===== src/rtl/hilo_mdu_if.sv =====
// HI/LO unit pipeline interface: decoded EX-stage control in, HI/LO and stall out.
interface hilo_mdu_if #(
    parameter int unsigned WIDTH = 32
);
    logic             start;
    logic [2:0]       op;
    logic [WIDTH-1:0] a;
    logic [WIDTH-1:0] b;
    logic             flush;
    logic [WIDTH-1:0] hi;
    logic [WIDTH-1:0] lo;
    logic             stall;
    logic             done;

    modport master (output start, op, a, b, flush, input hi, lo, stall, done);
    modport slave  (input start, op, a, b, flush, output hi, lo, stall, done);
endinterface


===== src/rtl/hilo_mdu.sv =====
// Execute-stage HI/LO unit: iterative 32-step multiply/divide plus MTHI/MTLO,
// owning the architectural HI and LO registers.
module hilo_mdu #(
    parameter int unsigned WIDTH = 32,
    parameter int unsigned CNT_W = 5
) (
    input logic       clk,
    input logic       rst_n,
    hilo_mdu_if.slave bus
);
    localparam logic [2:0] OP_MULT  = 3'b001;
    localparam logic [2:0] OP_MULTU = 3'b010;
    localparam logic [2:0] OP_DIV   = 3'b011;
    localparam logic [2:0] OP_DIVU  = 3'b100;
    localparam logic [2:0] OP_MTHI  = 3'b101;
    localparam logic [2:0] OP_MTLO  = 3'b110;

    typedef enum logic [1:0] {S_IDLE, S_PREP, S_CALC, S_FIN} state_e;

    state_e               state_q, state_d;
    logic [CNT_W-1:0]     cnt_q, cnt_d;
    logic [WIDTH-1:0]     a_q, a_d, b_q, b_d;
    logic                 is_div_q, is_div_d, is_sgn_q, is_sgn_d;
    logic                 neg_res_q, neg_res_d, neg_rem_q, neg_rem_d;
    logic [2*WIDTH-1:0]   acc_q, acc_d;
    logic [WIDTH-1:0]     hi_q, hi_d, lo_q, lo_d;
    logic                 done_q, done_d;
    logic                 stall_c;

    logic [WIDTH:0]       mul_sum;
    logic [2*WIDTH-1:0]   mul_next;
    logic [CNT_W-1:0]     div_idx;
    logic [WIDTH:0]       rem_shift, div_diff;
    logic [2*WIDTH-1:0]   div_next;
    logic [WIDTH-1:0]     rem_mag, quo_mag;

    assign rem_mag = acc_q[2*WIDTH-1:WIDTH];
    assign quo_mag = acc_q[WIDTH-1:0];

    // One iteration of each datapath: shift-add multiply, restoring divide.
    always_comb begin
        mul_sum   = {1'b0, acc_q[2*WIDTH-1:WIDTH]} + (b_q[cnt_q] ? {1'b0, a_q} : '0);
        mul_next  = {mul_sum, acc_q[WIDTH-1:1]};
        // Dividend bits are consumed MSB first; WIDTH-1-cnt is ~cnt since WIDTH = 2^CNT_W.
        div_idx   = ~cnt_q;
        rem_shift = {acc_q[2*WIDTH-1:WIDTH], a_q[div_idx]};
        div_diff  = rem_shift - {1'b0, b_q};
        if (!div_diff[WIDTH]) begin
            div_next = {div_diff[WIDTH-1:0], acc_q[WIDTH-2:0], 1'b1};
        end else begin
            div_next = {rem_shift[WIDTH-1:0], acc_q[WIDTH-2:0], 1'b0};
        end
    end

    // Next-state, register updates and stall for the accept/prep/calc/commit sequence.
    always_comb begin
        state_d   = state_q;
        cnt_d     = cnt_q;
        a_d       = a_q;
        b_d       = b_q;
        is_div_d  = is_div_q;
        is_sgn_d  = is_sgn_q;
        neg_res_d = neg_res_q;
        neg_rem_d = neg_rem_q;
        acc_d     = acc_q;
        hi_d      = hi_q;
        lo_d      = lo_q;
        done_d    = 1'b0;
        stall_c   = 1'b0;
        case (state_q)
            S_IDLE: begin
                if (bus.start && !bus.flush) begin
                    case (bus.op)
                        OP_MTHI: hi_d = bus.a;
                        OP_MTLO: lo_d = bus.a;
                        OP_MULT, OP_MULTU, OP_DIV, OP_DIVU: begin
                            a_d      = bus.a;
                            b_d      = bus.b;
                            is_div_d = (bus.op == OP_DIV) || (bus.op == OP_DIVU);
                            is_sgn_d = (bus.op == OP_MULT) || (bus.op == OP_DIV);
                            state_d  = S_PREP;
                            stall_c  = 1'b1;
                        end
                        default: ;
                    endcase
                end
            end
            S_PREP: begin
                stall_c = 1'b1;
                if (bus.flush) begin
                    state_d = S_IDLE;
                end else begin
                    a_d       = (is_sgn_q && a_q[WIDTH-1]) ? -a_q : a_q;
                    b_d       = (is_sgn_q && b_q[WIDTH-1]) ? -b_q : b_q;
                    neg_res_d = is_sgn_q && (a_q[WIDTH-1] ^ b_q[WIDTH-1]);
                    neg_rem_d = is_sgn_q && a_q[WIDTH-1];
                    acc_d     = '0;
                    cnt_d     = '0;
                    state_d   = S_CALC;
                end
            end
            S_CALC: begin
                stall_c = 1'b1;
                if (bus.flush) begin
                    state_d = S_IDLE;
                end else begin
                    acc_d = is_div_q ? div_next : mul_next;
                    cnt_d = cnt_q + CNT_W'(1);
                    if (cnt_q == '1) begin
                        state_d = S_FIN;
                    end
                end
            end
            S_FIN: begin
                if (is_div_q) begin
                    // With a zero divisor the remainder path still leaves |a| in the
                    // upper half, so restoring the dividend sign yields hi = a.
                    hi_d = neg_rem_q ? -rem_mag : rem_mag;
                    if (b_q == '0) begin
                        lo_d = '1;
                    end else begin
                        lo_d = neg_res_q ? -quo_mag : quo_mag;
                    end
                end else begin
                    {hi_d, lo_d} = neg_res_q ? -acc_q : acc_q;
                end
                done_d  = 1'b1;
                state_d = S_IDLE;
            end
            default: state_d = S_IDLE;
        endcase
    end

    // State and datapath registers; reset clears HI/LO and aborts any operation.
    always_ff @(posedge clk or negedge rst_n) begin
        if (!rst_n) begin
            state_q   <= S_IDLE;
            cnt_q     <= '0;
            a_q       <= '0;
            b_q       <= '0;
            is_div_q  <= 1'b0;
            is_sgn_q  <= 1'b0;
            neg_res_q <= 1'b0;
            neg_rem_q <= 1'b0;
            acc_q     <= '0;
            hi_q      <= '0;
            lo_q      <= '0;
            done_q    <= 1'b0;
        end else begin
            state_q   <= state_d;
            cnt_q     <= cnt_d;
            a_q       <= a_d;
            b_q       <= b_d;
            is_div_q  <= is_div_d;
            is_sgn_q  <= is_sgn_d;
            neg_res_q <= neg_res_d;
            neg_rem_q <= neg_rem_d;
            acc_q     <= acc_d;
            hi_q      <= hi_d;
            lo_q      <= lo_d;
            done_q    <= done_d;
        end
    end

    assign bus.hi    = hi_q;
    assign bus.lo    = lo_q;
    assign bus.done  = done_q;
    assign bus.stall = stall_c && rst_n;
endmodule


===== src/flat_wrapper.sv =====
// flat-port wrapper written by rule: the top's interface ports become plain ports
module hilo_mdu_flat 
#(
    parameter int unsigned WIDTH = 32,
    parameter int unsigned CNT_W = 5
)
  (clk, rst_n, bus_start, bus_op, bus_a, bus_b, bus_flush, bus_hi, bus_lo, bus_stall, bus_done);
  hilo_mdu_if #(.WIDTH(WIDTH)) bus_i ();
  input logic clk;
  input logic rst_n;
  input wire logic [$bits(bus_i.start)-1:0] bus_start;
  input wire logic [$bits(bus_i.op)-1:0] bus_op;
  input wire logic [$bits(bus_i.a)-1:0] bus_a;
  input wire logic [$bits(bus_i.b)-1:0] bus_b;
  input wire logic [$bits(bus_i.flush)-1:0] bus_flush;
  output wire logic [$bits(bus_i.hi)-1:0] bus_hi;
  output wire logic [$bits(bus_i.lo)-1:0] bus_lo;
  output wire logic [$bits(bus_i.stall)-1:0] bus_stall;
  output wire logic [$bits(bus_i.done)-1:0] bus_done;
  assign bus_i.start = bus_start;
  assign bus_i.op = bus_op;
  assign bus_i.a = bus_a;
  assign bus_i.b = bus_b;
  assign bus_i.flush = bus_flush;
  assign bus_hi = bus_i.hi;
  assign bus_lo = bus_i.lo;
  assign bus_stall = bus_i.stall;
  assign bus_done = bus_i.done;
  hilo_mdu #(.WIDTH(WIDTH), .CNT_W(CNT_W)) u_core (.clk(clk), .rst_n(rst_n), .bus(bus_i));
endmodule

===== config.mk =====
export PLATFORM = sky130hd
export DESIGN_NAME = hilo_mdu_flat
export DESIGN_NICKNAME = d
export VERILOG_FILES = /design/src/rtl/hilo_mdu_if.sv /design/src/rtl/hilo_mdu.sv /design/src/flat_wrapper.sv
export SDC_FILE = /design/constraint.sdc
export NUM_CORES = 1
export LEC_CHECK = 0
export BUFFER_PORTS_ARGS = -buffer_cell sky130_fd_sc_hd__buf_4
export CORE_MARGIN = 3
export CORE_UTILIZATION = 50
export CTS_CLUSTER_DIAMETER = 150
export DETAILED_ROUTE_END_ITERATION = 8
export PLACE_DENSITY = 0.69
export SYNTH_ARGS = -nofsm -noshare
export SYNTH_HDL_FRONTEND = slang
export SYNTH_SLANG_ARGS = --single-unit

===== constraint.sdc =====
create_clock -name clk -period 10.04 [get_ports clk]
set_clock_uncertainty 0.1 [all_clocks]
set_input_delay 1.004 -clock clk [delete_from_list [all_inputs] [get_ports clk]]
set_output_delay 1.004 -clock clk [all_outputs]
set_load 0.1 [all_outputs]

==> results_dict.tcl <==
set metrics [dict create \
    start_util 0.5147 \
    leakagePower_nw 8.221 \
    synth_top_flop_cell "dfrtp_1" \
    critPathSlowestCell "dfrtp_1" \
    crit_chain "mux4_2, mux4_2, mux2i_2, buf_4, nand2b_1, inv_1, ha_1, a211oi_1, o21bai_1, a221o_1, a221o_1, a22o_1, a2111oi_0, nor4_1, a211oi_1, o21ai_0" \
    overflow 0 \
    yosysUniqueCellTypes 82 \
    detail_route.iter0.violations 1552 \
    p_clk_frac 0.152 \
    drive_gt1_frac 0.1292 \
    cap_viol_max_count 0 \
    power_frac_comb 0.603 \
    viasPerCell 6.572 \
    timing.fmax_mhz 158.7 \
    cpPeakStageDelay_ns 1.10 \
    wire_per_inst_um 22.90 \
    ctsLongestPathBuffers 3 \
    seq_area_frac_synth 0.3192 \
    h-tree-depth 1 \
    track_usage 0.3105 \
    fin_crit_ns 6.303 \
    drv_slew 0 \
    area.growth.synth_to_final_pct 13.46 \
    synth_cells 1900 \
    synth_top_family_by_area "compound AO/OA/AOI/OAI gates" \
    timing.rr.start "u_core.cnt_q[0]" \
    r2r_cells 16 \
    diodes 0 \
    final_common_cell "dfrtp_1" \
    max_slew.worst_pin.slew_ns 1.370 \
    layout.area.seq_um2 5106 \
    die_h_um 184.8 \
    core_area_um2 31070 \
    finalPower_w 0.006517 \
    timing.hold.ws_ns 0.2971 \
    die_x_um 184.8 \
    clkTransAtPathRegs_ns 0.06 \
    synth-compound-area-share 0.2512 \
    fillers 2856 \
    cp-end-kind "flip-flop" \
    p_int_w 0.002988 \
    required_ns 10.33 \
    final_cell_mix "203 x dfrtp_1, 202 x nand2_1, 199 x o21ai_0" \
    p_sw_frac 0.5415 \
    hold_viol_final 0 \
    die_area_um2 34170 \
    status "finished clean" \
    remaining_drc_errors 0 \
    worstSetupStartpointType "flip-flop" \
    vias 15622 \
    rsz0062_at_grt "false" \
    setup_violations 0 \
    multi_input_area_um2 10260 \
    fin_nets 2110 \
    cp_max_fo 32 \
    synthXorXnorAreaFrac 0.06243 \
    cts_tree "built" \
    antenna_left 0 \
    ir_worst_vdd_v 0.0002994 \
    power_density_nw_per_um2 359.2 \
    portBuffers 136 \
    yosys.area_share.simple 0.1773 \
    hold_buffers 0 \
    place_hpwl_um 40490 \
    grt_pass1_vias 14444 \
    r2r_slack_ns 3.74 \
    synth_nets 2047 \
    min_path_type "in2async" \
    post_cts_resized 0 \
    worstReg2RegEnd "u_core.acc_q[58]" \
    clock_sinks 204 \
    gp_congestion 0.9410 \
    std_cell_rows 64 \
    worstSkewPairLatency_ns 0.55 \
    cts-root-buf "clkbuf_16" \
    syn_area_um2 15990 \
    ios 137 \
    ys.warnings.count 0 \
    setup.worst_path.class "reg2reg" \
    async_flop_share 1.000 \
    wl_um 54430 \
    cp_data_arrival_time_ns 6.60 \
    tns_ns 0 \
    grt_max_degree 70 \
    cts_buffers 25 \
    p_sw_w 0.003529 \
    synth_edf_count 0 \
    ys_ff_latch 204 \
    slew_headroom 0.08671 \
    dr.pass1.iters 5 \
    antenna_found_initial 1 \
    pwr-share-seq 0.245 \
    layout_worst_path_cycle_share 0.6278 \
    grt_pass1_wl_um 83880 \
    postCtsSetupBuffers 0 \
    synth_adder_area_share 0.06040 \
    avgSynthCellArea_um2 8.417 \
    synthMuxAreaShare 0.08731 \
]
## synthesized netlist by cell type, types with 7 or more instances
master | instances | area share
or3_1 | 30 | 0.012
o21ai_1 | 12 | 0.0038
o41ai_1 | 10 | 0.0055
nand3_1 | 68 | 0.021
dfrtp_1 | 204 | 0.32
nand2b_1 | 22 | 0.0086
o221ai_1 | 7 | 0.0038
o22ai_1 | 78 | 0.031
o21ai_0 | 199 | 0.062
or4_1 | 16 | 0.0075
mux2i_1 | 90 | 0.056
o211ai_1 | 21 | 0.0099
a22oi_1 | 17 | 0.0080
a31oi_1 | 12 | 0.0047
nor3_1 | 47 | 0.015
or2_2 | 11 | 0.0043
nor4_1 | 12 | 0.0047
xor2_1 | 54 | 0.030
buf_1 | 10 | 0.0023
mux4_2 | 20 | 0.028
nand4_1 | 15 | 0.0059
a211oi_1 | 16 | 0.0075
clkbuf_1 | 105 | 0.025
o31ai_1 | 25 | 0.012
a21o_1 | 46 | 0.022
nor2_1 | 65 | 0.015
xnor2_1 | 60 | 0.033
o311ai_0 | 12 | 0.0066
ha_1 | 74 | 0.058
nor3b_1 | 7 | 0.0033
a21oi_1 | 129 | 0.040
and3_1 | 11 | 0.0043
nand2_1 | 203 | 0.048
inv_1 | 53 | 0.012
nor2b_1 | 40 | 0.016
## flip-flops by register name (all words and copies together) (netlist names)
name / flops
u_core.acc_q: 64
u_core.a_q: 32
u_core.b_q: 32
u_core.bus.hi: 32
u_core.bus.lo: 32
u_core.cnt_q: 5
u_core.state_q: 2
u_core.bus.done: 1
u_core.is_div_q: 1
u_core.is_sgn_q: 1
u_core.neg_rem_q: 1
u_core.neg_res_q: 1
## through the flow
step | util | setup slack [ns] | std cells | area (um^2)
finish | 0.5840 | 3.737 | 2377 | 18140
global route | 0.5840 | 3.376 | 2377 | 18140
CTS | 0.5840 | 3.797 | 2377 | 18140
detailed placement | 0.5554 | 3.845 | 2332 | 17260
global placement | 0.5554 | 3.976 | 2332 | 17260
floorplan | - | 4.545 | 1900 | 15990
## kinds of logic (layout without fill, tap and decap cells)
family,Yosys count,after routing
AO/OA/AOI/OAI,646,646
XOR/XNOR,114,114
adder cells (fa/ha/maj),76,76
buffers and inverters,176,257
flip-flops,204,204
multiplexers,114,114
AND/OR/NAND/NOR,570,570
## power groups by stage
stage	logic [W]	registers (W)	clock network, W
after CTS	0.00389	0.00158	0.00101
after floorplan	0.00220	0.00225	0
final	0.00393	0.00160	0.000993
after detailed placement	0.00387	0.00159	0
after global routing	0.00424	0.00163	0.00104
after global placement	0.00383	0.00159	0
## layout make-up
cell class                 count  area share
clock buffer                  27     0.03544
sequential                   204      0.2814
inverter                      54     0.01117
clock inverter                18     0.01352
multi-input combinational   1520      0.5654
tap                          396     0.02731
timing repair buffer         158     0.06571
## worst max-delay path by stage
stage / start / end / slack [ns]
2_1_floorplan: u_core.cnt_q[0] / u_core.acc_q[62] / 4.54
3_3_place_gp: u_core.cnt_q[0] / u_core.acc_q[62] / 3.98
3_5_place_dp: u_core.cnt_q[0] / u_core.acc_q[58] / 3.84
4_1_cts: u_core.cnt_q[0] / u_core.acc_q[62] / 3.80
5_1_grt: u_core.cnt_q[0] / u_core.acc_q[58] / 3.38
6_report: u_core.cnt_q[0] / u_core.acc_q[58] / 3.74
## layer usage
layer | vias to the layer above | track usage | routed length [um]
li1 | 7222 | - | -
met2 | 618 | 0.4795 | 24430
met4 | 0 | 0.07533 | 1423
met1 | 7683 | 0.4567 | 24390
met5 | - | 0 | 0
met3 | 99 | 0.05224 | 4186
## critical path: cells and delay by family, from the launching register on
family	cells	cell delay, ns
AOI/OAI and AO/OA	8	2.57
muxes	3	1.28
and+or+nand+nor	2	0.36
DFF	1	1.10
buffers and inverters	2	0.42
adders and majority gates	1	0.29
No activity file was read; power rests on OpenSTA's default activity.
